### src/rtl/dmem_arbiter_pkg.sv
// Shared types and defaults for the data-memory arbiter: request/response
// bundles, the default aging limit and the grant encoding.
package dmem_arbiter_pkg;

  localparam int DMEM_ADDR_W      = 32;
  localparam int DMEM_DATA_W      = 32;
  localparam int DEFAULT_MAX_WAIT = 4;
  localparam int DEFAULT_CNT_W    = 8;

  typedef struct packed {
    logic                   valid;
    logic                   write;
    logic [DMEM_ADDR_W-1:0] addr;
    logic [DMEM_DATA_W-1:0] wdata;
  } dmem_req_s;

  typedef struct packed {
    logic                   valid;
    logic [DMEM_DATA_W-1:0] rdata;
  } dmem_rsp_s;

  typedef enum logic [1:0] {
    GRANT_NONE = 2'd0,
    GRANT_P0   = 2'd1,
    GRANT_P1   = 2'd2
  } grant_e;

endpackage

### src/rtl/arb_age_counter.sv
// Saturating wait counter for the low-priority port; expired flags that the
// port has lost arbitration MAX_WAIT cycles in a row.
module arb_age_counter
  import dmem_arbiter_pkg::*;
#(
  parameter int MAX_WAIT = DEFAULT_MAX_WAIT,
  parameter int CNT_W    = DEFAULT_CNT_W
) (
  input  logic clk,
  input  logic rst,
  input  logic inc,
  input  logic clr,
  output logic expired
);

  localparam logic [CNT_W-1:0] LIMIT = CNT_W'(MAX_WAIT);

  logic [CNT_W-1:0] cnt;

  // Clear takes precedence so a grant in the same cycle as a loss never ages.
  always_ff @(posedge clk) begin
    if (rst) begin
      cnt <= '0;
    end else if (clr) begin
      cnt <= '0;
    end else if (inc && (cnt < LIMIT)) begin
      cnt <= cnt + CNT_W'(1);
    end
  end

  assign expired = (cnt >= LIMIT);

endmodule

### src/rtl/dmem_arbiter.sv
// Two-port arbiter in front of the single-port data memory: port 0 (pipeline)
// has priority, port 1 (loader) wins after aging out. Responses are registered.
module dmem_arbiter
  import dmem_arbiter_pkg::*;
#(
  parameter int ADDR_W   = DMEM_ADDR_W,
  parameter int DATA_W   = DMEM_DATA_W,
  parameter int MAX_WAIT = DEFAULT_MAX_WAIT,
  parameter int CNT_W    = DEFAULT_CNT_W
) (
  input  logic              clk,
  input  logic              rst,
  input  logic              req0_valid,
  input  logic              req0_write,
  input  logic [ADDR_W-1:0] req0_addr,
  input  logic [DATA_W-1:0] req0_wdata,
  output logic              req0_ready,
  output logic              rsp0_valid,
  output logic [DATA_W-1:0] rsp0_rdata,
  output logic              stall0,
  input  logic              req1_valid,
  input  logic              req1_write,
  input  logic [ADDR_W-1:0] req1_addr,
  input  logic [DATA_W-1:0] req1_wdata,
  output logic              req1_ready,
  output logic              rsp1_valid,
  output logic [DATA_W-1:0] rsp1_rdata,
  output logic [ADDR_W-1:0] mem_addr,
  output logic [DATA_W-1:0] mem_wdata,
  output logic              mem_we,
  input  logic [DATA_W-1:0] mem_rdata
);

  grant_e grant;
  logic   aged;
  logic   rsp0_valid_q;
  logic   rsp1_valid_q;

  arb_age_counter #(
    .MAX_WAIT (MAX_WAIT),
    .CNT_W    (CNT_W)
  ) u_age (
    .clk     (clk),
    .rst     (rst),
    .inc     (req1_valid & ~req1_ready),
    .clr     (~req1_valid | req1_ready),
    .expired (aged)
  );

  // Port 1 only beats a concurrent port 0 request once it has aged out.
  always_comb begin
    grant = GRANT_NONE;
    if (!rst) begin
      if (req1_valid && (!req0_valid || aged)) begin
        grant = GRANT_P1;
      end else if (req0_valid) begin
        grant = GRANT_P0;
      end
    end
  end

  assign req0_ready = (grant == GRANT_P0);
  assign req1_ready = (grant == GRANT_P1);
  assign stall0     = req0_valid & ~req0_ready;

  always_comb begin
    mem_addr  = '0;
    mem_wdata = '0;
    mem_we    = 1'b0;
    case (grant)
      GRANT_P0: begin
        mem_addr  = req0_addr;
        mem_wdata = req0_wdata;
        mem_we    = req0_write;
      end
      GRANT_P1: begin
        mem_addr  = req1_addr;
        mem_wdata = req1_wdata;
        mem_we    = req1_write;
      end
      default: ;
    endcase
  end

  // Stores only acknowledge; rdata keeps the last load result.
  always_ff @(posedge clk) begin
    if (rst) begin
      rsp0_valid_q <= 1'b0;
      rsp1_valid_q <= 1'b0;
      rsp0_rdata   <= '0;
      rsp1_rdata   <= '0;
    end else begin
      rsp0_valid_q <= req0_ready;
      rsp1_valid_q <= req1_ready;
      if (req0_ready && !req0_write) begin
        rsp0_rdata <= mem_rdata;
      end
      if (req1_ready && !req1_write) begin
        rsp1_rdata <= mem_rdata;
      end
    end
  end

  // A response still pending when reset rises is dropped immediately.
  assign rsp0_valid = rsp0_valid_q & ~rst;
  assign rsp1_valid = rsp1_valid_q & ~rst;

endmodule

### config.mk
export PLATFORM = sky130hd
export DESIGN_NAME = dmem_arbiter
export DESIGN_NICKNAME = d
export VERILOG_FILES = /design/src/rtl/dmem_arbiter_pkg.sv /design/src/rtl/arb_age_counter.sv /design/src/rtl/dmem_arbiter.sv
export SDC_FILE = /design/constraint.sdc
export NUM_CORES = 1
export LEC_CHECK = 0
export BUFFER_PORTS_ARGS = -buffer_cell sky130_fd_sc_hd__buf_2
export CAP_MARGIN = 10
export CORE_AREA = 2 2 116 118
export CTS_CLUSTER_SIZE = 24
export DETAILED_ROUTE_END_ITERATION = 7
export DIE_AREA = 0 0 118 120
export PLACE_DENSITY = 0.65
export SYNTH_ARGS = -nofsm -noshare
export SYNTH_HDL_FRONTEND = slang
export SYNTH_SLANG_ARGS = --single-unit
export TNS_END_PERCENT = 30
### constraint.sdc
create_clock -name clk -period 3.5 [get_ports clk]
set_clock_uncertainty 0.2 [all_clocks]
set_input_delay 0 -clock clk [delete_from_list [all_inputs] [get_ports clk]]
set_output_delay 0 -clock clk [all_outputs]
set_load 0.05 [all_outputs]
=== After elaboration in Yosys (flattened, before gate mapping) ===
Cells that the tools add are included.

* Register bits after elaboration: 74
* Latch bits: 0
* RAM bits: 0
* Bits in read-only memories: 0
* Input bits: 166
* Output and inout bits: 134
* Word-level logic and storage cells: 34
* Memories kept: 0

* $add $sub $neg: 1
* Multiply operators: 0
* Div/mod/pow operators: 0
* Order comparisons: 2
* Equality and inequality tests: 2
* Shift operators: 0
* Mux-type cells: 6
* Bitwise gates (word level): 9
* Reductions and logical operators: 9

{| class="wikitable"
|+ Operators by type and width
! cell !! number
|-
| $pmux 32 s2 || 2
|-
| $add 8x1->8 const B || 1
|-
| $ge 8x3->1 const B || 1
|-
| $lt 8x3->1 const B || 1
|-
| $and 1x1->1 || 4
|-
| $logic_and 1x1->1 || 4
|-
| $mux 2 || 2
|-
| $not 1->1 || 4
|-
| $logic_not 1->1 || 3
|-
| $eq 2x1->1 const B || 1
|-
| $eq 2x2->1 const B || 1
|-
| $pmux 1 s2 || 1
|-
| $reduce_or 2->1 || 1
|-
| $logic_or 1x1->1 || 1
|-
| $mux 1 || 1
|-
| $or 1x1->1 || 1
|}

=== Logic depth before layout (Yosys ltp) ===
Gate-level depths: netlist of the first run.

* Depth after elaboration: 9
* Gate-level depth with buffers: 10
* Mapped depth without buffers: 7

=== Modules after synthesis ===
From an unflattened synthesis of the first run, not the netlist that was laid out.

* Cell total of the unflattened synthesis: 415
* Area total of the unflattened synthesis: 3418.3 sq um

{| class="wikitable"
|+ By module, submodules not included
! module !! times used !! cells each !! area each (sq um) !! seq. area each (sq um)
|-
| dmem_arbiter || 1 || 383 || 3108.0 || 1321.3
|-
| arb_age_counter || 1 || 32 || 310.3 || 160.2
|}

=== Worst setup path after synthesis of the first run ===
OpenSTA, ideal clock, no wires.

* Kind: reg-to-output
* From: register u_age.cnt[7]
* To: output mem_addr[0]
* Arrival: 2.999 ns
* Required time: 3.300 ns
* Setup slack: 0.301 ns
* Cell stages (with the launch flop): 9
* Path buffers: 2
* Cell sequence: dfxtp_1 nor4_4 nand2_1 a211oi_1 ha_1 nor2b_1 buf_1 clkbuf_1 a22o_1

* Word-level cells in the longest chain between the ends: 7
* Elaborated cells on any way between the ends: 8
* Classes of those cells: order compare (1); eq/ne (2); mux (3); reduce/logical (2)

{| class="wikitable"
|+ Ends and longest elaborated chain
! element !! RTL line !! text
|-
| from (decl) || arb_age_counter.sv:18 || <nowiki>logic [CNT_W-1:0] cnt;</nowiki>
|-
| from (signal assigned) || arb_age_counter.sv:27 || <nowiki>cnt <= cnt + CNT_W'(1);</nowiki>
|-
| $ge 8x3->1 || arb_age_counter.sv:31 || <nowiki>assign expired = (cnt >= LIMIT);</nowiki>
|-
| $logic_or 1x1->1 || dmem_arbiter.sv:54 || <nowiki>if (req1_valid && (!req0_valid || aged)) begin</nowiki>
|-
| $logic_and 1x1->1 || dmem_arbiter.sv:54 ||
|-
| $mux 2 || dmem_arbiter.sv:54 ||
|-
| $mux 2 || dmem_arbiter.sv:53 || <nowiki>if (!rst) begin</nowiki>
|-
| $eq 2x1->1 || - ||
|-
| via req0_ready || dmem_arbiter.sv:17 || <nowiki>output logic req0_ready,</nowiki>
|-
| $pmux 32 s2 || dmem_arbiter.sv:70 || <nowiki>case (grant)</nowiki>
|-
| to (decl) || dmem_arbiter.sv:28 || <nowiki>output logic [ADDR_W-1:0] mem_addr,</nowiki>
|}

The timed path passes the listed nets, and every way through them passes these cells.

=== Worst setup path in the final report of the first run ===
* From: register u_age.cnt[5]
* To: output mem_wdata[6]

* Word-level cells in the longest chain between the ends: 7
* Elaborated cells on any way between the ends: 8
* Classes of those cells: order compare (1); eq/ne (2); mux (3); reduce/logical (2)

{| class="wikitable"
|+ Ends and longest elaborated chain
! element !! RTL line !! text
|-
| $ge 8x3->1 (*) || arb_age_counter.sv:31 ||
|-
| $logic_or 1x1->1 (*) || dmem_arbiter.sv:54 ||
|-
| $logic_and 1x1->1 (*) || dmem_arbiter.sv:54 ||
|-
| $mux 2 (*) || dmem_arbiter.sv:54 ||
|-
| $mux 2 (*) || dmem_arbiter.sv:53 ||
|-
| $eq 2x2->1 / $eq 2x1->1 (equally long branches) || dmem_arbiter.sv:70 ||
|-
| $pmux 32 s2 (*) || dmem_arbiter.sv:70 ||
|-
| to (decl) || dmem_arbiter.sv:29 || <nowiki>output logic [DATA_W-1:0] mem_wdata,</nowiki>
|}

Every way passes the cells marked *; elsewhere a longest branch is shown, timed or not.

==> results.json, run 1 <==
{
  "status": "completed",
  "cp_num_cells": 8,
  "row_count": 42,
  "finalHoldViolations": 0,
  "cp_cell_sequence": "nor2_1 > nand2_1 > a211oi_1 > ha_1 > a311oi_4 > buf_12 > a22o_1 > buf_2",
  "avgRoutedWirePerCell_um": 19.6,
  "r2r-start": "u_age.cnt[5]$_SDFFE_PP0P_",
  "crit_buf_inv": 2,
  "grt_pass1_vias": 4117,
  "synthSimpleGateAreaFrac": 0.192,
  "clk_pin_slew_worst_paths_ns": 0.05,
  "final_area_mm2": 0.00580,
  "crit_end": "mem_wdata[6]",
  "dieArea_mm2": 0.0142,
  "synth_area_leaders": "dfxtp_1 44%, a22o_1 16%, nand2_1 15%",
  "drv_slew": 0,
  "yosysTopAreaCell": "dfxtp_1",
  "synthCells": 409,
  "antenna_found_initial": 4,
  "cts_buffers": 9,
  "fmax_ghz": 0.306,
  "worst-setup-path-type": "reg -> out",
  "numPortBuffers": 299,
  "crit_required_ns": 3.30,
  "gp_congestion": 0.923,
  "worst_skew_pair.late_latency_ns": 0.33,
  "ys_seq_area_frac": 0.442,
  "synth_warnings": 0,
  "syn_area_per_cell_um2": 8.19,
  "cts_tree": "done",
  "hold_ws_ns": 0.230,
  "dp_slack_ns": 0.464,
  "cp_top_family": "compound AO/OA/AOI/OAI gates",
  "wl_met3_mm": 1.59,
  "r2r_slack_ns": 0.41,
  "synthAdderAreaFrac": 0.0149,
  "start_util": 0.258,
  "muxShareOfSynthArea": 0.00598,
  "grt.overflow.total": 0,
  "cp_slowest_cell": "nor2_1",
  "routed.top_layer": "met5",
  "rsz0062_at_grt": "false",
  "cts.sinks": 74,
  "drt_iter0_drc": 229,
  "vias_per_cell": 4.71,
  "worst_slack_ns": 0.235,
  "final-setup-viol-count": 0,
  "synthDominantCellAreaShare": 0.442,
  "p_per_area_mw_per_mm2": 399,
  "tns_ns": 0,
  "max_cap_viol_count": 0,
  "synth-async-reset-ratio": 0,
  "finalPower_w": 0.00231,
  "grt_pass1_wl_mm": 25.8,
  "place_area_mm2": 0.00501,
  "drtAntennaViolNets": 0,
  "rr_endpoint": "rsp0_rdata[14]$_SDFFE_PP0P_",
  "crit_start": "u_age.cnt[5]$_SDFFE_PP0P_",
  "met1_length_mm": 7.76,
  "period_share": 0.933,
  "cp-start-kind": "flop",
  "holdCritStartpoint": "req1_addr[1]",
  "synth_compound_area_frac": 0.285,
  "synth-xor-area-share": 0,
  "core_mm2": 0.0130,
  "syn-num-nets": 579,
  "tightest_slew_ns": 0.664,
  "ys_seq_elements": 74,
  "synth_area_mm2": 0.00335,
  "ioPinCount": 300,
  "p_leak_nw": 2.88,
  "crit_arrival_ns": 3.06,
  "synthFlopType": "dfxtp_1",
  "endpoint_kind": "output port",
  "wirelength_mm": 18.1,
  "synth_top_cells_by_count": "133 x nand2_1, 74 x dfxtp_1, 64 x a21oi_1",
  "hpwl_mm": 14.3,
  "root_buffer": "clkbuf_16",
  "ir_worst_vdd_mv": 0.278,
  "fin_crit_ns": 3.26,
  "layout-drive-gt1-share": 0.448,
  "drc": 0,
  "fin_nets": 913,
  "htree_levels": 3,
  "nFillCells": 1323,
  "drt-pass1-iter-count": 4,
  "gr-usage-all-layers": 0.249,
  "grt_max_degree": 64,
  "hold_class": "in -> out",
  "rr_worst_depth": 9,
  "crit_fanout": 63,
  "synth_most_common_cell": "nand2_1",
  "synth.distinct_cells": 23,
  "slowest_delay_ns": 0.37,
  "synth_edf_count": 0,
  "die_y_um": 120,
  "synth_top_family_by_area": "compound AO/OA/AOI/OAI gates",
  "fp.dieW_um": 118,
  "vias": 4363,
  "wl_met2_mm": 8.43,
  "cts_buffer_depth": 2,
  "syn2layout_area_growth_pct": 73.2,
  "slew_headroom": 0.556
}
==> worst min-delay path by stage <==
stage	cells after the start	to
finish	3	mem_addr[1]
global route	3	mem_addr[5]
CTS	3	mem_addr[5]
detailed placement	3	rsp0_rdata[5]$_SDFFE_PP0P_
global placement	3	rsp0_rdata[6]$_SDFFE_PP0P_
floorplan	1	rsp1_valid_q$_SDFF_PP0_
==> registers in the layout, summed over array words and instances, names as in the netlist <==
signal and flops:
rsp0_rdata 32, rsp0_valid_q 1, rsp1_rdata 32, rsp1_valid_q 1, u_age.cnt 8
==> kinds of logic after synthesis <==
kind of cell / after synthesis
compound gates: 136
fa+ha+maj: 4
buf+inv: 39
flops: 74
mux: 2
simple gates: 154
==> stage by stage <==
step	instances	utilization
2_1_floorplan	409	-
3_3_place_gp	859	0.386
3_5_place_dp	859	0.386
4_1_cts	920	0.444
5_1_grt	925	0.447
6_report	926	0.447
==> routing by layer <==
| metal | vias up | GRT usage |
|---|---|---|
| li1 | 2094 | - |
| met5 | - | 0 |
| met1 | 2000 | 0.319 |
| met2 | 240 | 0.411 |
| met3 | 23 | 0.0765 |
| met4 | 6 | 0.0550 |
==> worst reg2reg max path, delay by kind of cell (launching register included) <==
kind / cells / cell delay [ns]
AO/OA/AOI/OAI: 2 / 0.44
adder cells (fa/ha/maj): 1 / 0.32
buffers and inverters: 2 / 0.86
flip-flops: 1 / 0.31
AND/OR/NAND/NOR: 4 / 0.92
==> cell usage in the layout (no fill, tap or decap), types with 2 or more instances in the layout <==
cell type      count
diode_2            2
dfxtp_1           74
and2_1             5
buf_2            299
nor2b_2            2
inv_1              4
clkinvlp_4         2
buf_12             3
clkbuf_16          9
ha_1               4
nor2_1             4
buf_4             11
a22o_1            63
nand2_1          133
nor2b_1            3
a22oi_1            2
a21oi_1           64
a31oi_1            4
dlygate4sd3_1     45
mux2i_1            2
==> cell type report <==
| class | instances | area, um2 | share of cell area |
|---|---|---|---|
| multi-input cells | 296 | 1680 | 0.290 |
| clock buffers | 11 | 243 | 0.0419 |
| well taps | 176 | 220 | 0.0380 |
| inverters | 4 | 15.0 | 0.00259 |
| repair buffers | 358 | 2090 | 0.360 |
| flip-flops and latches | 74 | 1480 | 0.255 |
| clock inverters | 5 | 62.6 | 0.0108 |
| diodes | 2 | 5.00 | 0.000863 |
==> where the power goes <==
| part | internal (W) | switching (W) |
|---|---|---|
| Sequential | 0.000863 | 0.00000954 |
| Clock | 0.000575 | 0.000364 |
| Combinational | 0.000177 | 0.000325 |
==> what timing repair did <==
item | 4_1_cts | 5_1_grt
hold buffers | 45 | 0
setup buffers | 0 | 4
endpoints found under the setup margin | 0 | 32
resized for setup | 0 | 1
endpoints found under the hold margin | 66 | 0
(Power assumes the default switching activity.)
==> inputs of run 2 (changes only) <==
--- a/config.mk
+++ b/config.mk
@@ -5,13 +5,15 @@
 export SDC_FILE = /design/constraint.sdc
 export NUM_CORES = 1
 export LEC_CHECK = 0
-export BUFFER_PORTS_ARGS = -buffer_cell sky130_fd_sc_hd__buf_2
 export CAP_MARGIN = 10
 export CORE_AREA = 2 2 116 118
 export CTS_CLUSTER_SIZE = 24
 export DETAILED_ROUTE_END_ITERATION = 7
 export DIE_AREA = 0 0 118 120
-export PLACE_DENSITY = 0.65
+export DONT_BUFFER_PORTS = 1
+export PLACE_DENSITY = 0.45
+export SETUP_SLACK_MARGIN = 0.15
+export SLEW_MARGIN = 10
 export SYNTH_ARGS = -nofsm -noshare
 export SYNTH_HDL_FRONTEND = slang
 export SYNTH_SLANG_ARGS = --single-unit
==> run 2 against run 1 <==
  * Routed wire length down 16%
  * Largest cell class is now multi-input gates
  * Utilization down 7.7 points
  * Worst hold slack worse by 0.18 ns
  * Sequential power up 7.9%
  * Critical path depth down 1
  * Sequential share of layout area up 5.4 points
  * Highest routed layer unchanged
  * Power down 2.0%
  * Worst setup slack better by 0.17 ns
  * Clock power up 8%
==> results.json, run 2 (synthesis results as in run 1) <==
{
  "wirelength_mm": 15.3,
  "htree_levels": 3,
  "dieArea_mm2": 0.0142,
  "drtAntennaViolNets": 0,
  "worst_skew_pair.late_latency_ns": 0.33,
  "final_common_cell": "nand2_1",
  "gp_congestion": 1.13,
  "crit_required_ns": 3.30,
  "rsz0062_at_grt": "false",
  "ir_worst_vdd_mv": 0.387,
  "drt-pass1-iter-count": 4,
  "grt_max_degree": 66,
  "fin_nets": 673,
  "clk_pin_slew_worst_paths_ns": 0.06,
  "reg.largest.list": "rsp0_rdata (32), rsp1_rdata (32), u_age.cnt (8)",
  "fmax_ghz": 0.323,
  "root_buffer": "clkbuf_16",
  "worst-setup-path-type": "reg -> out",
  "drt_iter0_drc": 220,
  "core_mm2": 0.0130,
  "period_share": 0.883,
  "seq_power_share": 0.415,
  "numPortBuffers": 0,
  "hold_class": "in -> out",
  "layout-drive-gt1-share": 0.177,
  "max_cap_viol_count": 0,
  "vias": 3531,
  "finalHoldViolations": 0,
  "hold_ws_ns": 0.0533,
  "finalPower_w": 0.00227,
  "drv_slew": 0,
  "p_per_area_mw_per_mm2": 473,
  "start_util": 0.258,
  "slew_headroom": 0.352,
  "cts_tree": "done",
  "crit_fanout": 63,
  "grt.overflow.total": 0,
  "final-setup-viol-count": 0,
  "intPower_w": 0.00164,
  "cts_buffer_depth": 2,
  "gr-usage-all-layers": 0.210,
  "fin_crit_ns": 3.09,
  "hpwl_mm": 11.7,
  "grt_pass1_vias": 3388,
  "p_leak_nw": 1.86,
  "cp-start-kind": "flop",
  "vias_per_cell": 5.15,
  "avgRoutedWirePerCell_um": 22.3,
  "cts_buffers": 9,
  "row_count": 42,
  "layout_common_cells": "133 x nand2_1, 74 x dfxtp_1, 64 x a21oi_1, 64 x buf_4, 63 x a22o_1",
  "fp.dieW_um": 118,
  "syn2layout_area_growth_pct": 43.2,
  "crit_arrival_ns": 2.89,
  "tightest_slew_ns": 0.970,
  "cts.sinks": 74,
  "endpoint_kind": "output port",
  "antenna_found_initial": 6,
  "pwr-share-clk": 0.445,
  "status": "completed",
  "p_comb_frac": 0.140,
  "sw_frac_of_total": 0.277,
  "grt_pass1_wl_mm": 22.1,
  "drc": 0,
  "tns_ns": 0,
  "die_y_um": 120,
  "switching_power_w": 0.000628,
  "ioPinCount": 300
}
[run 2: cell types whose count changed in the layout (fill, tap and decap cells not counted), moves of 2 or more]
cell	previous run	this run
buf_2	299	0
dlygate4sd3_1	45	50
clkinvlp_4	2	0
buf_4	11	64
[run 2: power by group through the flow]
stage | logic [W] | registers (W) | clock network [W]
2_1_floorplan | 0.000206 | 0.000954 | 0
3_3_place_gp | 0.000253 | 0.000960 | 0
3_5_place_dp | 0.000256 | 0.000960 | 0
4_1_cts | 0.000317 | 0.000941 | 0.00103
5_1_grt | 0.000335 | 0.000943 | 0.00107
6_report | 0.000317 | 0.000941 | 0.00101
[run 2: critical path: stages, from the launching register on]
cell,delay [ns]
dfxtp_1,0.34
nor4_4,0.29
nand2_1,0.18
a211oi_1,0.29
ha_1,0.36
a311oi_4,0.29
buf_12,0.30
a22o_1,0.51
[run 2: worst paths after layout]
path,cells after the start,end,startpoint,slack [ns]
max,7,mem_addr[4],u_age.cnt[4]$_SDFFE_PP0P_,0.41
min reg2reg,1,u_age.cnt[5]$_SDFFE_PP0P_,u_age.cnt[5]$_SDFFE_PP0P_,0.29
max reg2reg,10,rsp0_rdata[26]$_SDFFE_PP0P_,u_age.cnt[4]$_SDFFE_PP0P_,0.47
min,2,req1_ready,req0_valid,0.05
[run 2: area by class of cell]
| class | count | area [um2] |
|---|---|---|
| clock buffers | 12 | 256 |
| repair buffers | 118 | 1060 |
| fillers | 1341 | 8190 |
| clock inverters | 4 | 73.8 |
| flip-flops and latches | 74 | 1480 |
| diodes | 2 | 5.00 |
| multi-input cells | 296 | 1680 |
| well taps | 176 | 220 |
| inverters | 4 | 15.0 |
[run 2: repair_timing]
| item | in CTS | in global routing |
|---|---|---|
| endpoints found under the setup margin | 4 | 69 |
| resized for setup | 0 | 2 |
| pin swaps | 0 | 1 |
| buffers inserted | 2 | 1 |
| hold endpoints to repair | 76 | 0 |
| hold buffers | 51 | 0 |
[run 2: layer usage]
layer / global-route usage / share of wire / vias to the layer above / wire length (um)
met5: 0 / 0.0050 / - / 77
met4: 0.0587 / 0.014 / 10 / 221
met2: 0.347 / 0.49 / 210 / 7470
met1: 0.228 / 0.37 / 1674 / 5650
li1: - / - / 1607 / -
met3: 0.122 / 0.12 / 30 / 1850
[run 2: per-stage QoR]
step,area [um2],instances,setup WS [ns],util
final,4790,686,0.409,0.369
after global routing,4790,685,0.154,0.369
after CTS,4780,683,0.143,0.368
after detailed placement,3900,614,0.486,0.301
after global placement,3900,614,0.552,0.301
after floorplan,3350,409,0.301,-
